File: src/rtl/sample_reader.sv
// Reads a frame of 2^ADDR_WIDTH samples from an async-read memory and streams them to uart_tx.
// Define SAMPLE_READER_CHECKSUM_EN to append an XOR checksum byte after the frame.
module sample_reader #(
  parameter int ADDR_WIDTH = 8,
  parameter int DATA_WIDTH = 8
) (
  input  logic                  clk,
  input  logic                  reset,
  input  logic                  activate,
  output logic                  done,
  output logic [ADDR_WIDTH-1:0] mem_addr,
  output logic                  mem_oe,
  input  logic [DATA_WIDTH-1:0] mem_data,
  output logic [7:0]            tx_data,
  output logic                  tx_start,
  input  logic                  tx_active,
  input  logic                  tx_done
);

`ifdef SAMPLE_READER_CHECKSUM_EN
  typedef enum logic [2:0] {IDLE, FETCH, SEND, WAIT, CSUM, DONE} state_t;
`else
  typedef enum logic [2:0] {IDLE, FETCH, SEND, WAIT, DONE} state_t;
`endif

  localparam logic [ADDR_WIDTH-1:0] LAST_ADDR = '1;

  state_t                state_reg;
  logic [ADDR_WIDTH-1:0] addr_reg;
`ifdef SAMPLE_READER_CHECKSUM_EN
  logic [7:0]            csum_reg;
  logic                  csum_sent_reg;
`endif

  always_ff @(posedge clk or negedge reset) begin
    if (!reset) begin
      state_reg     <= IDLE;
      addr_reg      <= '0;
      mem_addr      <= '0;
      mem_oe        <= 1'b0;
      tx_data       <= 8'h00;
      tx_start      <= 1'b0;
      done          <= 1'b0;
`ifdef SAMPLE_READER_CHECKSUM_EN
      csum_reg      <= 8'h00;
      csum_sent_reg <= 1'b0;
`endif
    end else if (state_reg != IDLE && !activate) begin
      // Abort wins over everything, including a tx_done arriving in the same cycle.
      state_reg <= IDLE;
      tx_start  <= 1'b0;
      done      <= 1'b0;
      mem_oe    <= 1'b0;
    end else begin
      tx_start <= 1'b0;
      case (state_reg)
        IDLE: begin
          if (activate) begin
            addr_reg      <= '0;
            mem_addr      <= '0;
            mem_oe        <= 1'b1;
            state_reg     <= FETCH;
`ifdef SAMPLE_READER_CHECKSUM_EN
            csum_reg      <= 8'h00;
            csum_sent_reg <= 1'b0;
`endif
          end
        end
        FETCH: begin
          // mem_oe/mem_addr were registered on entry, so mem_data is valid this cycle.
          tx_data   <= mem_data[7:0];
          mem_oe    <= 1'b0;
          state_reg <= SEND;
`ifdef SAMPLE_READER_CHECKSUM_EN
          csum_reg  <= csum_reg ^ mem_data[7:0];
`endif
        end
        SEND: begin
          if (!tx_active) begin
            tx_start  <= 1'b1;
            state_reg <= WAIT;
          end
        end
        WAIT: begin
          if (tx_done) begin
            if (addr_reg != LAST_ADDR) begin
              addr_reg  <= addr_reg + 1'b1;
              mem_addr  <= addr_reg + 1'b1;
              mem_oe    <= 1'b1;
              state_reg <= FETCH;
            end
`ifdef SAMPLE_READER_CHECKSUM_EN
            else if (!csum_sent_reg) begin
              state_reg <= CSUM;
            end
`endif
            else begin
              done      <= 1'b1;
              state_reg <= DONE;
            end
          end
        end
`ifdef SAMPLE_READER_CHECKSUM_EN
        CSUM: begin
          tx_data       <= csum_reg;
          csum_sent_reg <= 1'b1;
          state_reg     <= SEND;
        end
`endif
        DONE: begin
          done <= 1'b1;
        end
        default: begin
          state_reg <= IDLE;
        end
      endcase
    end
  end

endmodule

File: config.mk
export PLATFORM = sky130hd
export DESIGN_NAME = sample_reader
export DESIGN_NICKNAME = d
export VERILOG_FILES = /design/src/rtl/sample_reader.sv
export SDC_FILE = /design/constraint.sdc
export NUM_CORES = 1
export LEC_CHECK = 0
export CAP_MARGIN = 20
export CORE_MARGIN = 1.5
export CORE_UTILIZATION = 49
export CTS_CLUSTER_SIZE = 20
export DETAILED_ROUTE_END_ITERATION = 16
export PLACE_DENSITY = 0.82
export SETUP_SLACK_MARGIN = 0.02
export SLEW_MARGIN = 20
export SYNTH_ARGS = -nofsm -noshare
export SYNTH_HDL_FRONTEND = slang
export SYNTH_SLANG_ARGS = --single-unit
File: constraint.sdc
create_clock -name clk -period 2.8 [get_ports clk]
set_input_delay 0.56 -clock clk [delete_from_list [all_inputs] [get_ports clk]]
set_output_delay 0.56 -clock clk [all_outputs]
set_load 0.05 [all_outputs]
# --- Yosys cells after proc, flatten, opt, wreduce, memory -nomap -nowiden ---
# Cells that the tools add are included.
# Widths: inputs -> output; s select.
word_totals:
  ff_bits: 22
  input_bits: 13
op_classes:
  muxes: 22
  n_eq_ne: 14
  bitwise: 1
  n_addsub: 1
  n_reduce_logical: 12
ops:
  columns: ["op", "n"]
  rows:
  - ["$mux 8", 3]
  - ["$pmux 8 s2", 1]
  - ["$mux 3", 5]
  - ["$ne 3x3->1 const B", 5]
  - ["$pmux 3 s5", 1]
  - ["$mux 1", 10]
  - ["$add 8x1->8 const B", 1]
  - ["$ne 2x2->1 const B", 4]
  - ["$ne 8x8->1 const B", 1]
  - ["$reduce_and 4->1", 2]
  - ["$eq 3x2->1 const B", 2]
  - ["$reduce_bool 3->1", 2]
  - ["$reduce_and 5->1", 1]
  - ["$reduce_bool 4->1", 1]
  - ["$eq 3x1->1 const B", 1]
  - ["$eq 3x3->1 const B", 1]
  - ["$logic_not 3->1", 1]
  - ["$pmux 1 s3", 1]
  - ["$reduce_and 3->1", 1]
  - ["$pmux 1 s2", 1]
  - ["$reduce_and 2->1", 1]
  - ["$reduce_bool 2->1", 1]
  - ["$logic_and 1x1->1", 1]
  - ["$logic_not 1->1", 1]
  - ["$not 1->1", 1]

# --- Longest topological paths before layout ---
# Gate-level depths: netlist of the first run.
logic_depth:
  depth_word: 5
  depth_mapped: 6
  depth_no_buf: 5

# --- Least setup slack after synthesis of the first run ---
# Ideal clock, no wire load.
synth_path:
  path_kind: "register to register"
  from: "register addr_reg[0]"
  to: "register addr_reg[4]"
  t_arrival_ns: 1.856
  slack_ns: 0.866
  path_stages_with_launch: 7
  t_required_ns: 2.722
  setup_ns: 0.078
  synth_period_minus_slack_ns: 1.934
  path_cell_list: "dfrtp_1 > ha_1 > nand3_1 > nor3_1 > buf_4 > or4_1 > a21oi_1"
synth_between:
  elab_chain_cells: 4
  word_cells_on_any_way: 7
synth_rtl:
  columns: ["element", "line", "text"]
  rows:
  - ["start: declaration", "29", "logic [ADDR_WIDTH-1:0] addr_reg;"]
  - ["start signal: assignment", "87", "addr_reg <= addr_reg + 1'b1;"]
  - ["$add 8x1->8", "87", null]
  - ["$mux 8", "86", "if (addr_reg != LAST_ADDR) begin"]
  - ["$mux 8", "85", "if (tx_done) begin"]
  - ["$pmux 8 s2", "56", "case (state_reg)"]
# Parallel ways exist; a longest one is shown, timed or not. The select of a mux whose other input is x is not followed.
# A chain may end at the register's enable or synchronous reset.

==> qor.csv, run 1 <==
metric,value,unit
layout.cells.non_filler,163,
fp.dieW,50.3,um
critPathMaxFanout,6,
drc,0,
clk_latency,0.31,ns
fillers,163,
grt-ovfl-total,0,
synth-compound-area-share,9.69,%
grt_max_degree,23,
synthFlopType,dfrtp_1,
netlist.top_cell.by_area,dfrtp_1,
grt_pass1_vias,903,
cts.htree.levels,1,
endpoint_kind,primary output,
core-area,2040,um2
drtAntennaViolNets,0,
die_area,2530,um2
synth-seq-area-share,50.2,%
max_freq,465,MHz
cts_setup_buffers,0,
antenna_found_initial,0,
whs,0.518,ns
rows,16,
use_met2,34.6,%
arrival,1.59,ns
hp-class,flip-flop to flip-flop,
synth_area,1100,um2
finalSetupViolations,0,
synth_top_area_share,50.2,%
placed_area,1440,um2
gp_congestion,0.904,
antennaDiodeCount,0,
drv_cap,0,
power_density,666,nW/um2
synthMuxAreaShare,11.9,%
path_class,flip-flop to primary output,
rsz0062_at_grt,false,
synth_nets,116,
synth_top_family_by_area,simple AND/OR/NAND/NOR gates,
num-nets-final,151,
crit_chain,clkdlybuf4s50_1,
syn2layout_area_growth,34.1,%
critical-path-max-stage-delay,0.83,ns
yosys_warnings,0,
synth-simple-area-share,23.1,%
vias,932,
firstDrtPassIters,4,
busiest_layer,met2,
tns,0,ns
cp_top_family,buffers and inverters,
fin_crit_sh,76.8,%
hold_buffers,0,
critPathBufInv,1,
synth_cell_types,34,
initial_core_util,53.7,%
clk_pin_slew,0.12,ns
syn-instance-count,102,
cp_slowest_cell,clkdlybuf4s50_1,
async_reset_ff_share,100,%
layout-drive-gt1-share,16.2,%
wl,2.41,mm
viasPerCell,5.72,
tightest_slew,0.505,ns
synth_area_leaders,"dfrtp_1 (50%), mux2_2 (8.2%), mux2i_1 (3.6%), nand2_1 (3.1%), or2_2 (2.3%)",
synth-edff-count,0,
critPathLaunchType,flip-flop,
slew_violations,0,
critPathRequiredTime,2.24,ns
grt.total_usage,20.5,%
io_pins,32,
grt_pass1_wl,3.93,mm
grt_use_met3,3.57,%
ys_ff_latch,22,
clockRootBuffer,clkbuf_4,
cts_tree,yes,
final_area,1470,um2
dp_hpwl,1.83,mm
status,completed,
post-route-min-period,2.15,ns
die_y,50.3,um
fin_skew,0.00137,ns
p_leak,0.000615,uW
r2r_setup_slack,0.93,ns
clockBufferDepth,2,
irDropWorstVdd,0.453,mV
use_met1,25.8,%
synth_xor_area_share,0,%
place_inst,159,
port_buffers,31,
drt_first_iter_violations,33,
cts_sinks,22,
cts_buffers,3,
hold_viol,0,
post_cts_resized,0,
wl_per_cell,14.8,um
syn_avg_cell_area,10.8,um2
synth_adder_area_share,1.14,%
max_slew_margin,66.3,%
-- layout make-up --
class	count	area [um2]	share of cell area, %
multi-input combinational	72	503	34.2
timing repair buffer	34	333	22.6
clock buffer	4	36.3	2.47
inverter	4	15.0	1.02
sequential	22	551	37.4
tap	27	33.8	2.30
-- per-layer routing --
metal	vias up	share of wire [%]	wire, um
met5	-	0	0
met4	0	1.8	43
met3	6	4.9	117
met2	33	49	1180
met1	448	44	1060
li1	445	-	-
-- cells in the final DEF, fill, tap and decap left out, types with 2 or more instances in the layout --
cell	n
a21oi_1	4
nor4_1	3
a21o_1	2
nor2_1	5
nand3_1	3
o22ai_1	2
clkdlybuf4s50_1	31
mux2_2	8
or4_1	3
nand3b_1	2
mux2i_1	4
o31ai_1	2
nor4b_1	2
inv_1	4
nand2b_1	3
nor3_1	2
dfrtp_1	22
or2_2	4
nand2_1	9
nand4_1	2
buf_4	3
clkbuf_4	3
-- synth_stat cells, types with 2 or more instances --
master and count:
a21o_1 2, a21oi_1 4, buf_2 2, dfrtp_1 22, inv_1 4, mux2_2 8
mux2i_1 4, nand2_1 9, nand2b_1 3, nand3_1 3, nand3b_1 2, nand4_1 2
nor2_1 5, nor3_1 2, nor4_1 3, nor4b_1 2, o22ai_1 2, o31ai_1 2
or2_2 4, or4_1 3
-- stage by stage --
stage,setup slack (ns),total power [uW],util [%]
after floorplan,0.866,672,-
after global placement,0.600,808,70.3
after detailed placement,0.513,816,70.3
after CTS,0.645,986,72.1
after global routing,0.582,1020,72.1
final,0.649,980,72.1
-- final timing paths --
path,start,end,depth (start not counted)
max,addr_reg[4],mem_addr[4],1
min,tx_data[6],tx_data[6],1
max reg2reg,addr_reg[0],addr_reg[3],6
min reg2reg,tx_data[6],tx_data[6],1
max in group asynchronous,reset,addr_reg[7],2
min in group asynchronous,reset,addr_reg[4],2
-- kinds of logic after synthesis --
| kind of cell | count (synthesis) |
|---|---|
| buffers and inverters | 8 |
| and+or+nand+nor | 44 |
| muxes | 12 |
| adders and majority gates | 1 |
| AOI/OAI and AO/OA | 15 |
| DFF | 22 |
-- report_power, final --
part / internal, uW / switching (uW) / leakage, uW / total, uW
clock network: 79.4 / 93.3 / 0.0000210 / 173
logic: 152 / 249 / 0.000311 / 401
registers: 369 / 37.7 / 0.000284 / 406
No activity file was read; power rests on OpenSTA's default activity.
==> inputs of run 2 (changes only) <==
--- a/config.mk
+++ b/config.mk
@@ -7,10 +7,10 @@
 export LEC_CHECK = 0
 export CAP_MARGIN = 20
 export CORE_MARGIN = 1.5
-export CORE_UTILIZATION = 49
+export CORE_UTILIZATION = 46
 export CTS_CLUSTER_SIZE = 20
 export DETAILED_ROUTE_END_ITERATION = 16
-export PLACE_DENSITY = 0.82
+export PLACE_DENSITY = 0.78
 export SETUP_SLACK_MARGIN = 0.02
 export SLEW_MARGIN = 20
 export SYNTH_ARGS = -nofsm -noshare
==> constraint.sdc (replaced) <==
create_clock -name clk -period 2 [get_ports clk]
set_input_delay 0.4 -clock clk [delete_from_list [all_inputs] [get_ports clk]]
set_output_delay 0.4 -clock clk [all_outputs]
set_load 0.05 [all_outputs]
==> run 2 against run 1 <==
Net effect: die area rose by 6.1%; design area rose by 2.9%; wire length fell by 1.6%; clock power rose by 96%; largest cell class unchanged; highest routed layer unchanged.
==> qor.csv, run 2 (synthesized netlist as in run 1, its figures left out) <==
metric,value,unit,change
status,completed,,
antennaDiodeCount,0,,unchanged
drc,0,,unchanged
critPathBufInv,1,,unchanged
multi_input_area,503,um2,unchanged
hold_buffers,0,,unchanged
fin_crit_sh,95.7,%,
power_density,969,nW/um2,+45%
num-nets-final,154,,+2.0%
fp.dieW,51.8,um,+3.0%
clk_pin_slew,0.12,ns,about the same
hp-class,input pin to async pin,,
cts_buffers,3,,unchanged
grt_max_degree,23,,unchanged
grt-ovfl-total,0,,unchanged
fillers,176,,+8.0%
fin_skew,0.00457,ns,+0.00320 ns
io_pins,32,,unchanged
cts_tree,yes,,
grt.total_usage,18.2,%,-2.3 points
wl,2.37,mm,-1.6%
port_buffers,31,,unchanged
drtAntennaViolNets,0,,unchanged
crit_chain,clkdlybuf4s50_1,,
cts_setup_buffers,0,,unchanged
post-route-min-period,1.91,ns,
final_cell_mix,"clkdlybuf4s50_1 (24), dfrtp_1 (22), nand2_1 (9), mux2_2 (8), buf_4 (6)",,
irDropWorstVdd,0.665,mV,+47%
viasPerCell,5.81,,+1.7%
grt_pass1_wl,3.68,mm,-6.3%
finalSetupViolations,0,,unchanged
clockRootBuffer,clkbuf_4,,
drt_first_iter_violations,37,,+12%
clockBufferDepth,2,,unchanged
path_class,flip-flop to primary output,,
rsz0062_at_grt,false,,
clk_latency,0.31,ns,about the same
critical-path-max-stage-delay,0.81,ns,-0.02 ns
cts_sinks,22,,unchanged
antenna_found_initial,0,,unchanged
drv_cap,0,,unchanged
cp_top_family,buffers and inverters,,
cp_slowest_cell,clkdlybuf4s50_1,,
p_leak,0.000710,uW,+15%
initial_core_util,49.1,%,-4.6 points
critPathMaxFanout,4,,-2
layout.cells.non_filler,167,,+2.5%
wl_per_cell,14.2,um,-4.0%
arrival,1.51,ns,-0.08 ns
critPathRequiredTime,1.60,ns,-0.64 ns
firstDrtPassIters,4,,unchanged
die_y,51.8,um,+3.0%
grt_pass1_vias,885,,-2.0%
dp_hpwl,1.74,mm,-5.0%
slew_violations,0,,unchanged
critPathLaunchType,flip-flop,,
tightest_slew,0.509,ns,+0.00399 ns
core-area,2230,um2,+9.4%
max_slew_margin,66.0,%,-0.22 points
cts.htree.levels,1,,unchanged
vias,971,,+4.2%
endpoint_kind,primary output,,
place_inst,163,,+2.5%
rows,17,,+1
hold_viol,0,,unchanged
layout-drive-gt1-share,18.0,%,+1.8 points
final_common_cell,clkdlybuf4s50_1,,
max_freq,522,MHz,
die_area,2690,um2,+6.1%
layout.area.seq,551,um2,unchanged
power,1470,uW,+50%
syn2layout_area_growth,38.0,%,
gp_congestion,0.862,,-4.7%
==> run 2: layout make-up <==
type | instances | share of cell area [%]
Tap cell | 28 | 2.31
Sequential cell | 22 | 36.4
Multi-Input combinational cell | 72 | 33.2
Clock buffer | 3 | 1.49
Inverter | 4 | 0.992
Timing Repair Buffer | 37 | 23.6
Clock inverter | 1 | 1.98
==> run 2: report_power, final <==
part / internal (uW) / switching [uW] / total (uW)
Sequential: 516 / 53.9 / 570
Combinational: 210 / 348 / 558
Clock: 202 / 136 / 339
==> run 2: final timing paths <==
check                                   from     endpoint  slack (ns)  cells past startpoint
worst max-delay path             addr_reg[7]  mem_addr[7]        0.09                      1
worst min-delay path                   reset  addr_reg[3]        0.43                      2
worst max register to register  state_reg[1]  addr_reg[3]        0.22                      4
worst min register to register    tx_data[7]   tx_data[7]        0.52                      1
max in group asynchronous              reset   tx_data[4]        1.35                      2
min in group clk                  tx_data[7]   tx_data[7]        0.52                      1
==> run 2: repair_timing <==
action,CTS,global route
resized for setup,4,3
endpoints found under the setup margin,4,3
gates cloned,0,0
endpoints found under the hold margin,0,0
==> run 2: stage by stage <==
| step | hold WS, ns | util (%) | area [um2] | TNS [ns] | setup WS, ns |
|---|---|---|---|---|---|
| 2_1_floorplan | 0.104 | - | 1100 | 0 | 0.0664 |
| 3_3_place_gp | 0.488 | 65.3 | 1460 | 0 | 0.0308 |
| 3_5_place_dp | 0.496 | 65.3 | 1460 | -0.0512 | -0.0324 |
| 4_1_cts | 0.436 | 67.5 | 1510 | 0 | 0.0336 |
| 5_1_grt | 0.450 | 67.8 | 1510 | 0 | 0.0300 |
| 6_report | 0.427 | 67.8 | 1510 | 0 | 0.0861 |
==> run 2: metal layers <==
metal  vias up  share of wire [%]  GRT usage, %  wire length, um
met5         -                  0             0                0
met4         0                3.4          8.33               81
met3        17                6.5          2.87              154
met2        51                 46          30.8             1080
met1       451                 44          22.7             1050
li1        452                  -             -                -
==> inputs of run 3 (changes only) <==
--- a/config.mk
+++ b/config.mk
@@ -10,6 +10,7 @@
 export CORE_UTILIZATION = 46
 export CTS_CLUSTER_SIZE = 20
 export DETAILED_ROUTE_END_ITERATION = 16
+export MAX_ROUTING_LAYER = met4
 export PLACE_DENSITY = 0.78
 export SETUP_SLACK_MARGIN = 0.02
 export SLEW_MARGIN = 20
==> results of run 3 <==
Final layout, timing and power as in run 2 (identical DEF).
Main changes from that run: final weighted congestion in routability-driven placement 0.862 -> 0.876; overall routing resource usage 18.2% -> 18.7%
